`config.mk`:
```
export PLATFORM = sky130hd
export DESIGN_NAME = dac_spi_tx
export DESIGN_NICKNAME = d
export VERILOG_FILES = /design/src/rtl/dac_spi_tx.sv
export SDC_FILE = /design/constraint.sdc
export NUM_CORES = 1
export LEC_CHECK = 0
export CORE_AREA = 2 2 57 59
export CTS_CLUSTER_SIZE = 8
export DETAILED_ROUTE_END_ITERATION = 10
export DIE_AREA = 0 0 59 61
export HOLD_SLACK_MARGIN = 0.03
export PLACE_DENSITY = 0.85
export SETUP_SLACK_MARGIN = 0.1
export SYNTH_ARGS = -nofsm -noshare
export SYNTH_HDL_FRONTEND = slang
export SYNTH_SLANG_ARGS = --single-unit
```
`constraint.sdc`:
```
create_clock -name clk -period 4.8 [get_ports clk]
set_input_delay 0.96 -clock clk [delete_from_list [all_inputs] [get_ports clk]]
set_output_delay 0.96 -clock clk [all_outputs]
set_load 0.02 [all_outputs]
```
`src/rtl/dac_spi_tx.sv`:
```
// Serial transmitter for a 12-bit SPI DAC: one 16-bit frame {00, PD, data} per accepted sample,
// MSB first, with data changing on rising SCLK so the DAC can sample on falling SCLK.
module dac_spi_tx #(
   parameter int         CLK_DIV    = 3,
   parameter logic [1:0] PD_MODE    = 2'b00,
   parameter int         GAP_CYCLES = 2
) (
   input  logic        clk,
   input  logic        rst,
   input  logic        ena,
   input  logic [11:0] sample_data,
   input  logic        sample_valid,
   output logic        sample_ready,
   output logic        dac_sync_n,
   output logic        dac_sclk,
   output logic        dac_din,
   output logic        frame_done
);
   localparam int HW = $clog2(CLK_DIV + 1);
   localparam int GW = $clog2(GAP_CYCLES + 1);
   localparam logic [HW-1:0] HALF_LAST = HW'(CLK_DIV - 1);
   localparam logic [GW-1:0] GAP_LAST  = GW'(GAP_CYCLES - 1);

   typedef enum logic [1:0] {
      S_IDLE  = 2'd0,
      S_SHIFT = 2'd1,
      S_GAP   = 2'd2
   } state_t;

   state_t        state_reg, state_next;
   logic [15:0]   frame_reg, frame_next;
   logic [HW-1:0] half_cnt_reg, half_cnt_next;
   logic [4:0]    bit_cnt_reg, bit_cnt_next;
   logic [GW-1:0] gap_cnt_reg, gap_cnt_next;
   logic          ready_reg, ready_next;
   logic          sync_n_reg, sync_n_next;
   logic          sclk_reg, sclk_next;
   logic          din_reg, din_next;
   logic          done_reg, done_next;

   always_ff @(posedge clk or negedge rst) begin
      if (!rst) begin
         state_reg    <= S_IDLE;
         frame_reg    <= '0;
         half_cnt_reg <= '0;
         bit_cnt_reg  <= '0;
         gap_cnt_reg  <= '0;
         ready_reg    <= 1'b0;
         sync_n_reg   <= 1'b1;
         sclk_reg     <= 1'b1;
         din_reg      <= 1'b0;
         done_reg     <= 1'b0;
      end else begin
         state_reg    <= state_next;
         frame_reg    <= frame_next;
         half_cnt_reg <= half_cnt_next;
         bit_cnt_reg  <= bit_cnt_next;
         gap_cnt_reg  <= gap_cnt_next;
         ready_reg    <= ready_next;
         sync_n_reg   <= sync_n_next;
         sclk_reg     <= sclk_next;
         din_reg      <= din_next;
         done_reg     <= done_next;
      end
   end

   always_comb begin
      state_next    = state_reg;
      frame_next    = frame_reg;
      half_cnt_next = half_cnt_reg;
      bit_cnt_next  = bit_cnt_reg;
      gap_cnt_next  = gap_cnt_reg;
      ready_next    = ready_reg;
      sync_n_next   = sync_n_reg;
      sclk_next     = sclk_reg;
      din_next      = din_reg;
      done_next     = 1'b0;
      case (state_reg)
         S_IDLE: begin
            ready_next = ena;
            if (sample_valid && ready_reg) begin
               frame_next    = {2'b00, PD_MODE, sample_data};
               ready_next    = 1'b0;
               sync_n_next   = 1'b0;
               sclk_next     = 1'b1;
               din_next      = 1'b0;
               half_cnt_next = '0;
               bit_cnt_next  = '0;
               state_next    = S_SHIFT;
            end
         end
         S_SHIFT: begin
            if (half_cnt_reg == HALF_LAST) begin
               half_cnt_next = '0;
               if (sclk_reg) begin
                  sclk_next    = 1'b0;
                  bit_cnt_next = bit_cnt_reg + 5'd1;
               end else if (bit_cnt_reg == 5'd16) begin
                  // 16th rising toggle closes the frame
                  sync_n_next  = 1'b1;
                  sclk_next    = 1'b1;
                  din_next     = 1'b0;
                  done_next    = 1'b1;
                  gap_cnt_next = '0;
                  state_next   = S_GAP;
               end else begin
                  sclk_next  = 1'b1;
                  frame_next = {frame_reg[14:0], 1'b0};
                  din_next   = frame_reg[14];
               end
            end else begin
               half_cnt_next = half_cnt_reg + HW'(1);
            end
         end
         S_GAP: begin
            if (gap_cnt_reg == GAP_LAST) begin
               gap_cnt_next = '0;
               ready_next   = ena;
               state_next   = S_IDLE;
            end else begin
               gap_cnt_next = gap_cnt_reg + GW'(1);
            end
         end
         default: begin
            state_next  = S_IDLE;
            ready_next  = 1'b0;
            sync_n_next = 1'b1;
            sclk_next   = 1'b1;
            din_next    = 1'b0;
         end
      endcase
   end

   assign sample_ready = ready_reg;
   assign dac_sync_n   = sync_n_reg;
   assign dac_sclk     = sclk_reg;
   assign dac_din      = din_reg;
   assign frame_done   = done_reg;
endmodule
```
Word-level counts from Yosys, hierarchy flattened --
Index checks and enable logic that the tools add are counted. W data, S select, Z words.
Cells by class: add/sub/neg operators 3, equality and inequality tests 12, muxes and demuxes 43, bitwise gates (word level) 2, reductions and logical operators 13
Operators by type and width (count):
- $mux W15 | 4
- $pmux W15 S2 | 1
- $mux W2 | 11
- $mux W1 | 16
- $mux W5 | 3
- $reduce_and A5 Y1 | 3
- $ne A2 B2 Y1 const B | 7
- $pmux W1 S3 | 4
- $reduce_and A4 Y1 | 3
- $pmux W5 S2 | 1
- $pmux W2 S2 | 2
- $pmux W2 S3 | 1
- $add A5 B1 Y5 const B | 1
- $eq A5 B5 Y1 const B | 1
- $add A2 B1 Y2 const B | 2
- $eq A2 B1 Y1 const B | 2
- $eq A2 B2 Y1 const B | 2
- $reduce_and A2 Y1 | 2
- $reduce_bool A2 Y1 | 2
- $reduce_and A3 Y1 | 1
- $logic_not A2 Y1 | 1
- $not A1 Y1 | 2
- $logic_and A1 B1 Y1 | 1
Word-level totals: register bits after elaboration 31, bits of input ports 16, output and inout bits 5, word-level logic and storage cells 83

Depth between registers and ports, before layout --
Gate-level depths: netlist of the first run.
word-level depth 5, mapped depth 7, gate-level depth less buffers 6

Worst setup path after synthesis of the first run --
OpenSTA, ideal clock, no wires.
path kind input-to-reg, start point in sample_valid, end point reg frame_reg[11], setup time 0.126 ns, arrival time 1.582 ns, required time 4.674 ns, slack 3.092 ns, cell stages on the path 5, buffers on the path 1, path through nand4bb_4 -> o21ai_2 -> and2_4 -> buf_6 -> a31oi_1
On the way: cells in the longest elaborated chain, start to end 3
Ends and longest elaborated chain:
- from (decl) | RTL line 12 | input logic sample_valid,
- $logic_and A1 B1 Y1 | RTL line 81 | if (sample_valid && ready_reg) begin
- $ne A2 B2 Y1 (no line)
- $reduce_and A5 Y1 (no line)
- to (signal assigned) | RTL line 55 | frame_reg <= frame_next;
- to (decl) | RTL line 31 | logic [15:0] frame_reg, frame_next;
No other way between the ends. A chain may end at the register's enable or synchronous reset.

Final worst setup path of the first run --
start point reg sclk_reg, in the netlist dac_sclk, end point out dac_sclk
RTL lines:
- from (decl) | RTL line 37 | logic sclk_reg, sclk_next;
- from (signal assigned) | RTL line 61 | sclk_reg <= sclk_next;
- to (decl) | RTL line 15 | output logic dac_sclk,
No word-level cell between the ends.

==> impl_metrics.json, run 1 <==
{
  "run_status": "finished, final reports clean",
  "critPathCaptureType": "output port",
  "ff2ff_setup_slack_ns": 2.50,
  "die-area_um2": 3599,
  "slew_headroom_pct": 19.44,
  "timing.critical_path.required_ns": 3.84,
  "postSynthAreaPerCell_um2": 9.661,
  "clock_h_tree_levels": 2,
  "crit_path_top_delay_cell": "sky130_fd_sc_hd__clkdlybuf4s50_1",
  "path_depth": 1,
  "synthMostInstantiatedCell": "sky130_fd_sc_hd__nand2_1",
  "syn_inst": 165,
  "fp.dieW_um": 59,
  "placed_cells": 209,
  "layout_worst_path_cycle_share_pct": 52.12,
  "drtPass1Iterations": 4,
  "routedWlPerCell_um": 15.52,
  "cts_setup_buffers": 0,
  "post_synth_mux_area_share_pct": 2.590,
  "synth-seq-area-share_pct": 48.82,
  "min-delay-start": "dac_sync_n$_DFFE_PN1P_",
  "synth-async-reset-ratio_pct": 100.0,
  "mappedNetlistArea_um2": 1594,
  "cp_slowest_stage_delay_ns": 0.62,
  "synth_compound_area_share_pct": 18.29,
  "cts_num_sinks": 31,
  "grt-ovfl-total": 0,
  "worst-setup-path-type": "flop to output port",
  "rsz0062_at_grt": "false",
  "achievable-frequency_ghz": 0.3997,
  "n_antenna_cell": 0,
  "final-setup-viol-count": 0,
  "finalHoldViolCount": 0,
  "globalRouteTotalUtil_pct": 20.91,
  "count_of_filler_cells_inserted_in_the_layout": 235,
  "crit_chain": "clkdlybuf4s50_1",
  "yosys_most_used_dff": "sky130_fd_sc_hd__dfrtp_1",
  "placement.io_buffers": 20,
  "yosys.area.top_type_share_pct": 45.53,
  "critical_path.top_delay_family": "buffers and inverters",
  "route.vias.total": 1269,
  "period_needed_ns": 2.502,
  "largest_reg_flops": 15,
  "rr_endpoint": "frame_reg[2]$_DFFE_PN0P_",
  "dpl.hpwl_um": 2315,
  "slew_at_the_pin_closest_to_its_max_slew_limit_ns": 1.206,
  "dominant_combinational_cell_family_by_area_after_synthesis": "simple AND/OR/NAND/NOR gates",
  "number_of_synthesized_flops_with_an_enable_pin": 0,
  "post_cts.resized_instances": 0,
  "clkLatencyLatePin_ns": 0.34,
  "post_cts_hold_buffer_count": 0,
  "ff2ff_path_depth": 4,
  "floorplan.core_area_um2": 2953,
  "route.final.wire_length_um": 3368,
  "tritoncts": "built",
  "hold_class": "flop to flop",
  "fp-row-count": 20,
  "yosys-top-cells-count": "sky130_fd_sc_hd__nand2_1, sky130_fd_sc_hd__dfrtp_1, sky130_fd_sc_hd__a21oi_1",
  "clk_transition_reported_paths_ns": 0.09,
  "netSwitchingPower_uw": 93.74,
  "path_max_fanout": 7,
  "clockBufferDepth": 2,
  "synth.ff_latch_count": 31,
  "areaGrowthSynthToFinish_pct": 13.89,
  "ys.warnings.count": 0,
  "worst-endpoint-arrival_ns": 1.54,
  "drt_drc_violations_left": 0,
  "cts_inserted_buffers": 5,
  "grt_first_pass_wirelength_um": 5471,
  "crit_path_start_kind": "flop",
  "finish.net_count": 201,
  "seqCellArea_um2": 778.2,
  "via_count_of_the_first_global_routing_pass": 1215,
  "clk_root_buffer_cell": "sky130_fd_sc_hd__clkbuf_4",
  "setup-tns-final_ns": 0,
  "sequentialPowerShare_pct": 61.7,
  "place.gp.congestion": 0.8059,
  "end_of_the_critical_path": "dac_sclk",
  "syn_nets": 183,
  "internal_power_uw": 329.2,
  "detailedRoute.firstIterationViolations": 72,
  "clock_power_share_pct": 34.0,
  "timing.clock.skew_ns": 0.01046,
  "initial_core_util_pct": 53.98,
  "stdcell_count": 217,
  "vias_per_cell": 5.848,
  "power.static_leakage_uw": 0.0007762,
  "combinationalPowerShare_pct": 4.3,
  "worst_supply_voltage_drop_on_vdd_mv": 0.1606,
  "worst_setup_path_startpoint": "dac_sclk$_DFFE_PN1P_",
  "yosys-top-cells-area": "sky130_fd_sc_hd__dfrtp_1, sky130_fd_sc_hd__nand2_1, sky130_fd_sc_hd__a21oi_1, sky130_fd_sc_hd__a31oi_1, sky130_fd_sc_hd__dfstp_2",
  "timing.max_cap.violations": 0,
  "slew_viol_final": 0,
  "synth-adder-area-share_pct": 1.570,
  "final_layout_size_suffix_gt1_share_pct": 9.239,
  "die_y_um": 61,
  "count_of_nets_left_with_antenna_violations_after_detail_routing": 0,
  "grt_start_max_net_pins": 32,
  "synth_simple_gate_area_share_pct": 21.11,
  "top_level_i_o_count": 21,
  "count_of_cell_types_in_the_netlist": 43,
  "critPathBufInv": 1,
  "timing.rr.start": "state_reg[0]$_DFFE_PN0P_",
  "area_of_combinational_cells_with_multiple_inputs_um2": 711.9,
  "grt_antenna_before_repair": 0,
  "synth_area_leader_cell": "sky130_fd_sc_hd__dfrtp_1",
  "power_dens_cells_nw_per_um2": 233.0,
  "synth_xor_area_share_pct": 1.099,
  "switching_fraction_pct": 22.16
}
-- power by group through the flow --
stage          logic, uW  clock network (uW)  registers, uW
2_1_floorplan      0.154                   0            266
5_1_grt             19.9                 157            261
3_5_place_dp        18.6                   0            266
3_3_place_gp        18.3                   0            266
4_1_cts             18.7                 146            261
6_report            18.3                 144            261
-- routing by layer --
layer	wire [um]	GRT usage (%)	vias to the layer above
met3	192	7.249	8
met5	0	0	-
met2	1634	32.54	49
li1	-	-	617
met4	82	10.39	0
met1	1459	26.01	595
-- worst min-delay path: stages (launching register included) --
cell and delay [ns]:
sky130_fd_sc_hd__dfstp_2 0.38, sky130_fd_sc_hd__nand2_1 0.05, sky130_fd_sc_hd__nand2_1 0.05
-- worst min-delay path by stage --
stage,slack (ns),cells after the start,endpoint
final,0.47,2,dac_sync_n$_DFFE_PN1P_
after global placement,0.44,2,dac_sync_n$_DFFE_PN1P_
after detailed placement,0.46,2,dac_sync_n$_DFFE_PN1P_
after global routing,0.48,2,dac_sync_n$_DFFE_PN1P_
after CTS,0.48,2,dac_sync_n$_DFFE_PN1P_
after floorplan,0.48,1,frame_reg[0]$_DFFE_PN0P_
-- placed cells by master (no fill, tap or decap), drive strengths merged, types with 3 or more instances in the layout --
cell type and n:
clkdlybuf4s50 20, clkbuf 7, a31oi 11, o22ai 3, nor3 3, inv 7, o21ai 8, a22oi 3
nor2 9, a21oi 15, nand2 33, dfrtp 29, mux2i 3
-- cells by family (layout without fill, tap and decap cells) --
family          after synthesis  count (layout)
fa+ha+maj                     2               2
xor+xnor                      2               2
buf+inv                      17              36
compound gates               47              47
simple gates                 62              62
flops                        31              31
mux                           4               4
-- metrics by stage --
stage	setup WS (ns)	area [um^2]	hold slack, ns	utilization, %	power, uW
floorplan	3.092	1594	0.4771	-	266.4
global placement	2.341	1765	0.4442	59.79	284.4
detailed placement	2.288	1765	0.4633	59.79	284.7
CTS	2.280	1815	0.4764	61.48	425.8
global route	2.251	1815	0.4832	61.48	437.9
finish	2.298	1815	0.4739	61.48	422.9
-- cell type report --
class	count	share of cell area, %
clock inverters	1	0.2757
inverters	7	1.447
multi-input cells	117	39.21
clock buffers	7	2.481
repair buffers	21	11.44
flip-flops and latches	31	42.87
well taps	33	2.274
Note: power is estimated with default switching activity, not from simulation.
==> run 2: changes to the inputs <==
--- a/config.mk
+++ b/config.mk
@@ -5,12 +5,12 @@
 export SDC_FILE = /design/constraint.sdc
 export NUM_CORES = 1
 export LEC_CHECK = 0
-export CORE_AREA = 2 2 57 59
+export CORE_AREA = 2 2 58 60
 export CTS_CLUSTER_SIZE = 8
 export DETAILED_ROUTE_END_ITERATION = 10
-export DIE_AREA = 0 0 59 61
+export DIE_AREA = 0 0 60 62
 export HOLD_SLACK_MARGIN = 0.03
-export PLACE_DENSITY = 0.85
+export PLACE_DENSITY = 0.83
 export SETUP_SLACK_MARGIN = 0.1
 export SYNTH_ARGS = -nofsm -noshare
 export SYNTH_HDL_FRONTEND = slang
==> constraint.sdc (replaced) <==
create_clock -name clk -period 2.4 [get_ports clk]
set_input_delay 0.48 -clock clk [delete_from_list [all_inputs] [get_ports clk]]
set_output_delay 0.48 -clock clk [all_outputs]
set_load 0.02 [all_outputs]
==> run 2 against run 1 <==
Sequential power up 100%. Final cell count increased by 6.5%. Design area rose by 1.2%. Via count up 2.0%. Clock skew about the same. Global-route usage decreased by 0.23 points. Die area grew 3.4%. Core utilization decreased by 3.7 points. Register-to-register slack lost 2.1 ns. Setup slack worse by 1.9 ns. Combinational power rose by 100%. Critical path type unchanged. Highest routed layer unchanged.
==> impl_metrics.json, run 2 (synthesis gave the netlist of run 1 again) <==
{
  "vias_per_cell": 5.602,
  "placement.io_buffers": 20,
  "place.gp.congestion": 0.7888,
  "die-area_um2": 3720,
  "internal_power_uw": 661.1,
  "grt_first_pass_wirelength_um": 5575,
  "floorplan.core_area_um2": 3179,
  "stdcell_count": 231,
  "worst_supply_voltage_drop_on_vdd_mv": 0.2174,
  "power.static_leakage_uw": 0.0007776,
  "timing.clock.skew_ns": 0.01091,
  "count_of_nets_left_with_antenna_violations_after_detail_routing": 0,
  "setup-tns-final_ns": 0,
  "slew_viol_final": 0,
  "post_cts.resized_instances": 0,
  "initial_core_util_pct": 50.14,
  "critPathCaptureType": "output port",
  "fp.dieW_um": 60,
  "sequentialPowerShare_pct": 61.5,
  "dpl_cell_area_um2": 1789,
  "routedWlPerCell_um": 14.89,
  "fp-row-count": 21,
  "route.final.wire_length_um": 3440,
  "n_antenna_cell": 0,
  "netSwitchingPower_uw": 188.1,
  "final-setup-viol-count": 0,
  "placed_cells": 223,
  "timing.max_cap.violations": 0,
  "finalHoldViolCount": 0,
  "detailedRoute.firstIterationViolations": 130,
  "grt-ovfl-total": 0,
  "count_of_filler_cells_inserted_in_the_layout": 282,
  "most-common-layout-cells": "sky130_fd_sc_hd__nand2_1, sky130_fd_sc_hd__dfrtp_1, sky130_fd_sc_hd__clkdlybuf4s50_1, sky130_fd_sc_hd__a21oi_1, sky130_fd_sc_hd__a31oi_1",
  "clk_transition_reported_paths_ns": 0.08,
  "areaGrowthSynthToFinish_pct": 15.31,
  "clock_power_share_pct": 34.1,
  "switching_fraction_pct": 22.15,
  "final_layout_size_suffix_gt1_share_pct": 9.189,
  "globalRouteTotalUtil_pct": 20.68,
  "grt_antenna_before_repair": 0,
  "critical_path.top_delay_family": "buffers and inverters",
  "whs_ns": 0.4741,
  "drtPass1Iterations": 4,
  "final_cell_area_um2": 1838,
  "route.vias.total": 1294,
  "worst-endpoint-arrival_ns": 1.55,
  "clockBufferDepth": 2,
  "grt_start_max_net_pins": 32,
  "clkLatencyLatePin_ns": 0.34,
  "largest_reg_flops": 15,
  "slew_headroom_pct": 61.01,
  "die_y_um": 62,
  "cts_setup_buffers": 0,
  "top_level_i_o_count": 21,
  "combinationalPowerShare_pct": 4.4,
  "via_count_of_the_first_global_routing_pass": 1208,
  "path_max_fanout": 7,
  "dpl.hpwl_um": 2443,
  "crit_chain": "clkdlybuf4s50_1",
  "clk_root_buffer_cell": "sky130_fd_sc_hd__clkbuf_4",
  "timing.critical_path.required_ns": 1.92,
  "layout_worst_path_cycle_share_pct": 84.67,
  "hold_class": "flop to flop",
  "rsz0062_at_grt": "false",
  "critPathBufInv": 1,
  "slew_at_the_pin_closest_to_its_max_slew_limit_ns": 0.5848,
  "cts_inserted_buffers": 5,
  "cp_slowest_stage_delay_ns": 0.62,
  "post_cts_hold_buffer_count": 0,
  "cts_num_sinks": 31,
  "drt_drc_violations_left": 0,
  "achievable-frequency_ghz": 0.4921,
  "dp_slack_ns": 0.3796,
  "final_common_cell": "sky130_fd_sc_hd__nand2_1",
  "tritoncts": "built",
  "crit_path_top_delay_cell": "sky130_fd_sc_hd__clkdlybuf4s50_1",
  "worst-setup-path-type": "flop to output port",
  "run_status": "finished, final reports clean",
  "clock_h_tree_levels": 2,
  "finish.net_count": 202,
  "crit_path_start_kind": "flop",
  "power_dens_cells_nw_per_um2": 462.1,
  "period_needed_ns": 2.032,
  "timing.final.ws_setup_ns": 0.3679
}
## run 2: cell count changes in the layout (fill, tap and decap cells not counted), sizes merged
cell,before,now
buf,1,2
clkbuf,7,8
clkinv,1,0
## run 2: worst paths after layout
| path | from | slack, ns | cells past startpoint | end |
|---|---|---|---|---|
| min in group asynchronous | rst | 0.53 | 2 | frame_reg[14]$_DFFE_PN0P_ |
| min reg2reg | dac_sync_n$_DFFE_PN1P_ | 0.47 | 2 | dac_sync_n$_DFFE_PN1P_ |
| max reg2reg | bit_cnt_reg[0]$_DFFE_PN0P_ | 0.44 | 6 | frame_reg[11]$_DFFE_PN0P_ |
| max in group asynchronous | rst | 1.54 | 2 | dac_sclk$_DFFE_PN1P_ |
| min | dac_sync_n$_DFFE_PN1P_ | 0.47 | 2 | dac_sync_n$_DFFE_PN1P_ |
| max | dac_sclk$_DFFE_PN1P_ | 0.37 | 1 | dac_sclk |
## run 2: power by group through the flow
| stage | combinational, uW | clock [uW] | sequential [uW] |
|---|---|---|---|
| CTS | 37.9 | 297 | 522 |
| finish | 37.3 | 290 | 522 |
| floorplan | 0.307 | 0 | 532 |
| global placement | 36.9 | 0 | 532 |
| global route | 40.3 | 322 | 522 |
| detailed placement | 37.9 | 0 | 532 |
## run 2: routing by layer
metal | part of all wire, % | wire length, um | vias to the layer above | track usage [%]
li1 | - | - | 620 | -
met1 | 42 | 1451 | 639 | 25.62
met2 | 52 | 1772 | 27 | 33.07
met3 | 4.0 | 138 | 8 | 6.832
met4 | 2.3 | 78 | 0 | 9.206
met5 | 0 | 0 | - | 0
## run 2: stage by stage
step                power (uW)  util, %
detailed placement       570.1    56.28
finish                   849.3    57.81
global route             884.3    57.81
floorplan                532.7        -
CTS                      856.5    57.81
global placement         569.1    56.28
## run 2: cell type report
type / count / area, um^2 / area share (%)
clock buffer: 8 / 48.80 / 2.655
inverter: 7 / 26.28 / 1.430
multi-input combinational: 117 / 711.9 / 38.73
sequential: 31 / 778.2 / 42.34
tap: 46 / 57.56 / 3.131
timing repair buffer: 22 / 215.2 / 11.71
==> run 3: changes to the inputs <==
--- a/config.mk
+++ b/config.mk
@@ -5,12 +5,12 @@
 export SDC_FILE = /design/constraint.sdc
 export NUM_CORES = 1
 export LEC_CHECK = 0
-export CORE_AREA = 2 2 58 60
+export CORE_AREA = 2 2 61 63
 export CTS_CLUSTER_SIZE = 8
 export DETAILED_ROUTE_END_ITERATION = 10
-export DIE_AREA = 0 0 60 62
+export DIE_AREA = 0 0 63 65
 export HOLD_SLACK_MARGIN = 0.03
-export PLACE_DENSITY = 0.83
+export PLACE_DENSITY = 0.79
 export SETUP_SLACK_MARGIN = 0.1
 export SYNTH_ARGS = -nofsm -noshare
 export SYNTH_HDL_FRONTEND = slang
==> constraint.sdc (replaced) <==
create_clock -name clk -period 1.85 [get_ports clk]
set_input_delay 0.37 -clock clk [delete_from_list [all_inputs] [get_ports clk]]
set_output_delay 0.37 -clock clk [all_outputs]
set_load 0.02 [all_outputs]
==> run 3 against run 2 <==
Register-to-register slack worse by 0.23 ns. Sequential cell count unchanged. Core utilization down 2.4 points. Critical endpoint unchanged. Global-route usage down 3.0 points. Count of clock-buffer cells in the layout down 2. Highest routed layer unchanged. Largest cell class unchanged. Critical path depth unchanged.
==> impl_metrics.json, run 3 (synthesis gave the netlist of run 1 again) <==
{
  "route.final.wire_length_um": 3218,
  "clk_root_buffer_cell": "sky130_fd_sc_hd__clkbuf_4",
  "timing.clock.skew_ns": 0.005404,
  "drtPass1Iterations": 4,
  "routedWlPerCell_um": 13.46,
  "die-area_um2": 4095,
  "post_cts_hold_buffer_count": 0,
  "hold_class": "input pin to asynchronous set/reset pin",
  "slew_at_the_pin_closest_to_its_max_slew_limit_ns": 0.3740,
  "clockBufferDepth": 2,
  "top_level_i_o_count": 21,
  "initial_core_util_pct": 45.60,
  "clock_h_tree_levels": 2,
  "grt-ovfl-total": 0,
  "crit_path_top_delay_cell": "sky130_fd_sc_hd__dfstp_2",
  "layout_worst_path_cycle_share_pct": 90.05,
  "setup-tns-final_ns": 0,
  "largest_reg_flops": 15,
  "p_total_uw": 1290,
  "achievable-frequency_ghz": 0.6003,
  "slew_viol_final": 0,
  "count_of_filler_cells_inserted_in_the_layout": 309,
  "clkLatencyLatePin_ns": 0.34,
  "vias_per_cell": 5.435,
  "dpl.hpwl_um": 2195,
  "power.static_leakage_uw": 0.0008402,
  "cts_inserted_buffers": 5,
  "placement.io_buffers": 20,
  "cp_slowest_stage_delay_ns": 0.61,
  "rsz0062_at_grt": "false",
  "crit_path_start_kind": "flop",
  "path_max_fanout": 7,
  "grt_antenna_before_repair": 0,
  "fp-row-count": 22,
  "final_layout_size_suffix_gt1_share_pct": 15.71,
  "worst-setup-path-type": "flop to output port",
  "via_count_of_the_first_global_routing_pass": 1175,
  "grt_start_max_net_pins": 32,
  "tritoncts": "built",
  "slew_headroom_pct": 75.06,
  "globalRouteTotalUtil_pct": 17.66,
  "final_common_cell": "sky130_fd_sc_hd__nand2_1",
  "route.vias.total": 1299,
  "crit_chain": "dlygate4sd2_1",
  "critPathCaptureType": "output port",
  "rr_endpoint": "dac_sync_n$_DFFE_PN1P_",
  "ff2ff_path_depth": 7,
  "n_antenna_cell": 0,
  "worst_supply_voltage_drop_on_vdd_mv": 0.3373,
  "drt_drc_violations_left": 0,
  "worst-endpoint-arrival_ns": 1.30,
  "areaGrowthSynthToFinish_pct": 21.59,
  "timing.rr.start": "bit_cnt_reg[1]$_DFFE_PN0P_",
  "final_cell_area_um2": 1938,
  "period_needed_ns": 1.666,
  "place.gp.congestion": 0.7996,
  "run_status": "finished, final reports clean",
  "timing.max_cap.violations": 0,
  "count_of_nets_left_with_antenna_violations_after_detail_routing": 0,
  "most-common-layout-cells": "sky130_fd_sc_hd__nand2_1, sky130_fd_sc_hd__dfrtp_1, sky130_fd_sc_hd__clkdlybuf4s50_1, sky130_fd_sc_hd__a21oi_1, sky130_fd_sc_hd__a31oi_1",
  "power_dens_cells_nw_per_um2": 665.7,
  "timing.final.ws_setup_ns": 0.1841,
  "floorplan.core_area_um2": 3496,
  "critPathBufInv": 1,
  "finish.net_count": 208,
  "detailedRoute.firstIterationViolations": 60,
  "final-setup-viol-count": 0,
  "cts_num_sinks": 31,
  "grt_first_pass_wirelength_um": 5533,
  "dp_slack_ns": 0.07708,
  "finalHoldViolCount": 0,
  "timing.critical_path.required_ns": 1.48,
  "critical_path.top_delay_family": "flip-flops",
  "fp.dieW_um": 63,
  "ff2ff_setup_slack_ns": 0.21,
  "dpl_cell_area_um2": 1814,
  "die_y_um": 65,
  "clk_transition_reported_paths_ns": 0.10
}
-- run 3: how the worst max path moves through the flow --
| stage | from | to | slack (ns) | cells after the start |
|---|---|---|---|---|
| final | dac_sclk$_DFFE_PN1P_ | dac_sclk | 0.18 | 1 |
| after global routing | bit_cnt_reg[1]$_DFFE_PN0P_ | gap_cnt_reg[1]$_DFFE_PN0P_ | 0.13 | 6 |
| after CTS | bit_cnt_reg[1]$_DFFE_PN0P_ | gap_cnt_reg[1]$_DFFE_PN0P_ | 0.12 | 6 |
| after detailed placement | sample_valid | frame_reg[2]$_DFFE_PN0P_ | 0.08 | 6 |
| after global placement | bit_cnt_reg[0]$_DFFE_PN0P_ | gap_cnt_reg[1]$_DFFE_PN0P_ | 0.09 | 6 |
| after floorplan | bit_cnt_reg[0]$_DFFE_PN0P_ | gap_cnt_reg[1]$_DFFE_PN0P_ | 0.26 | 6 |
-- run 3: power by group --
part	switching, uW	internal, uW	total, uW
combinational	17.8	29.2	47.0
sequential	0	677	677
clock	247	319	566
total	264	1030	1290
-- run 3: area by class of cell --
class | instances | area (um^2) | share of cell area, %
Sequential cell | 31 | 778.2 | 40.15
Multi-Input combinational cell | 117 | 730.7 | 37.70
Timing Repair Buffer | 28 | 256.5 | 13.23
Tap cell | 48 | 60.06 | 3.099
Clock buffer | 6 | 51.30 | 2.647
Clock inverter | 2 | 35.03 | 1.808
Inverter | 7 | 26.28 | 1.356
-- run 3: layer usage --
metal	track usage [%]	share of wire, %	up-vias	wire (um)
met5	0	0	-	0
met4	10.28	1.8	0	59
met3	3.646	4.8	7	156
met2	27.79	49	34	1567
met1	22.53	45	625	1434
li1	-	-	633	-
-- run 3: timing repair --
action | CTS | global route
pin swaps | 0 | 1
setup endpoints to repair | 4 | 4
buffers inserted | 1 | 2
resized for setup | 4 | 4
-- run 3: through the flow --
stage | instances | utilization (%) | hold slack [ns]
final | 239 | 55.44 | 0.4043
after global placement | 228 | 51.90 | 0.4499
after CTS | 237 | 54.55 | 0.4205
after global routing | 239 | 55.44 | 0.4342
after floorplan | 165 | - | 0.07441
after detailed placement | 228 | 51.90 | 0.4546
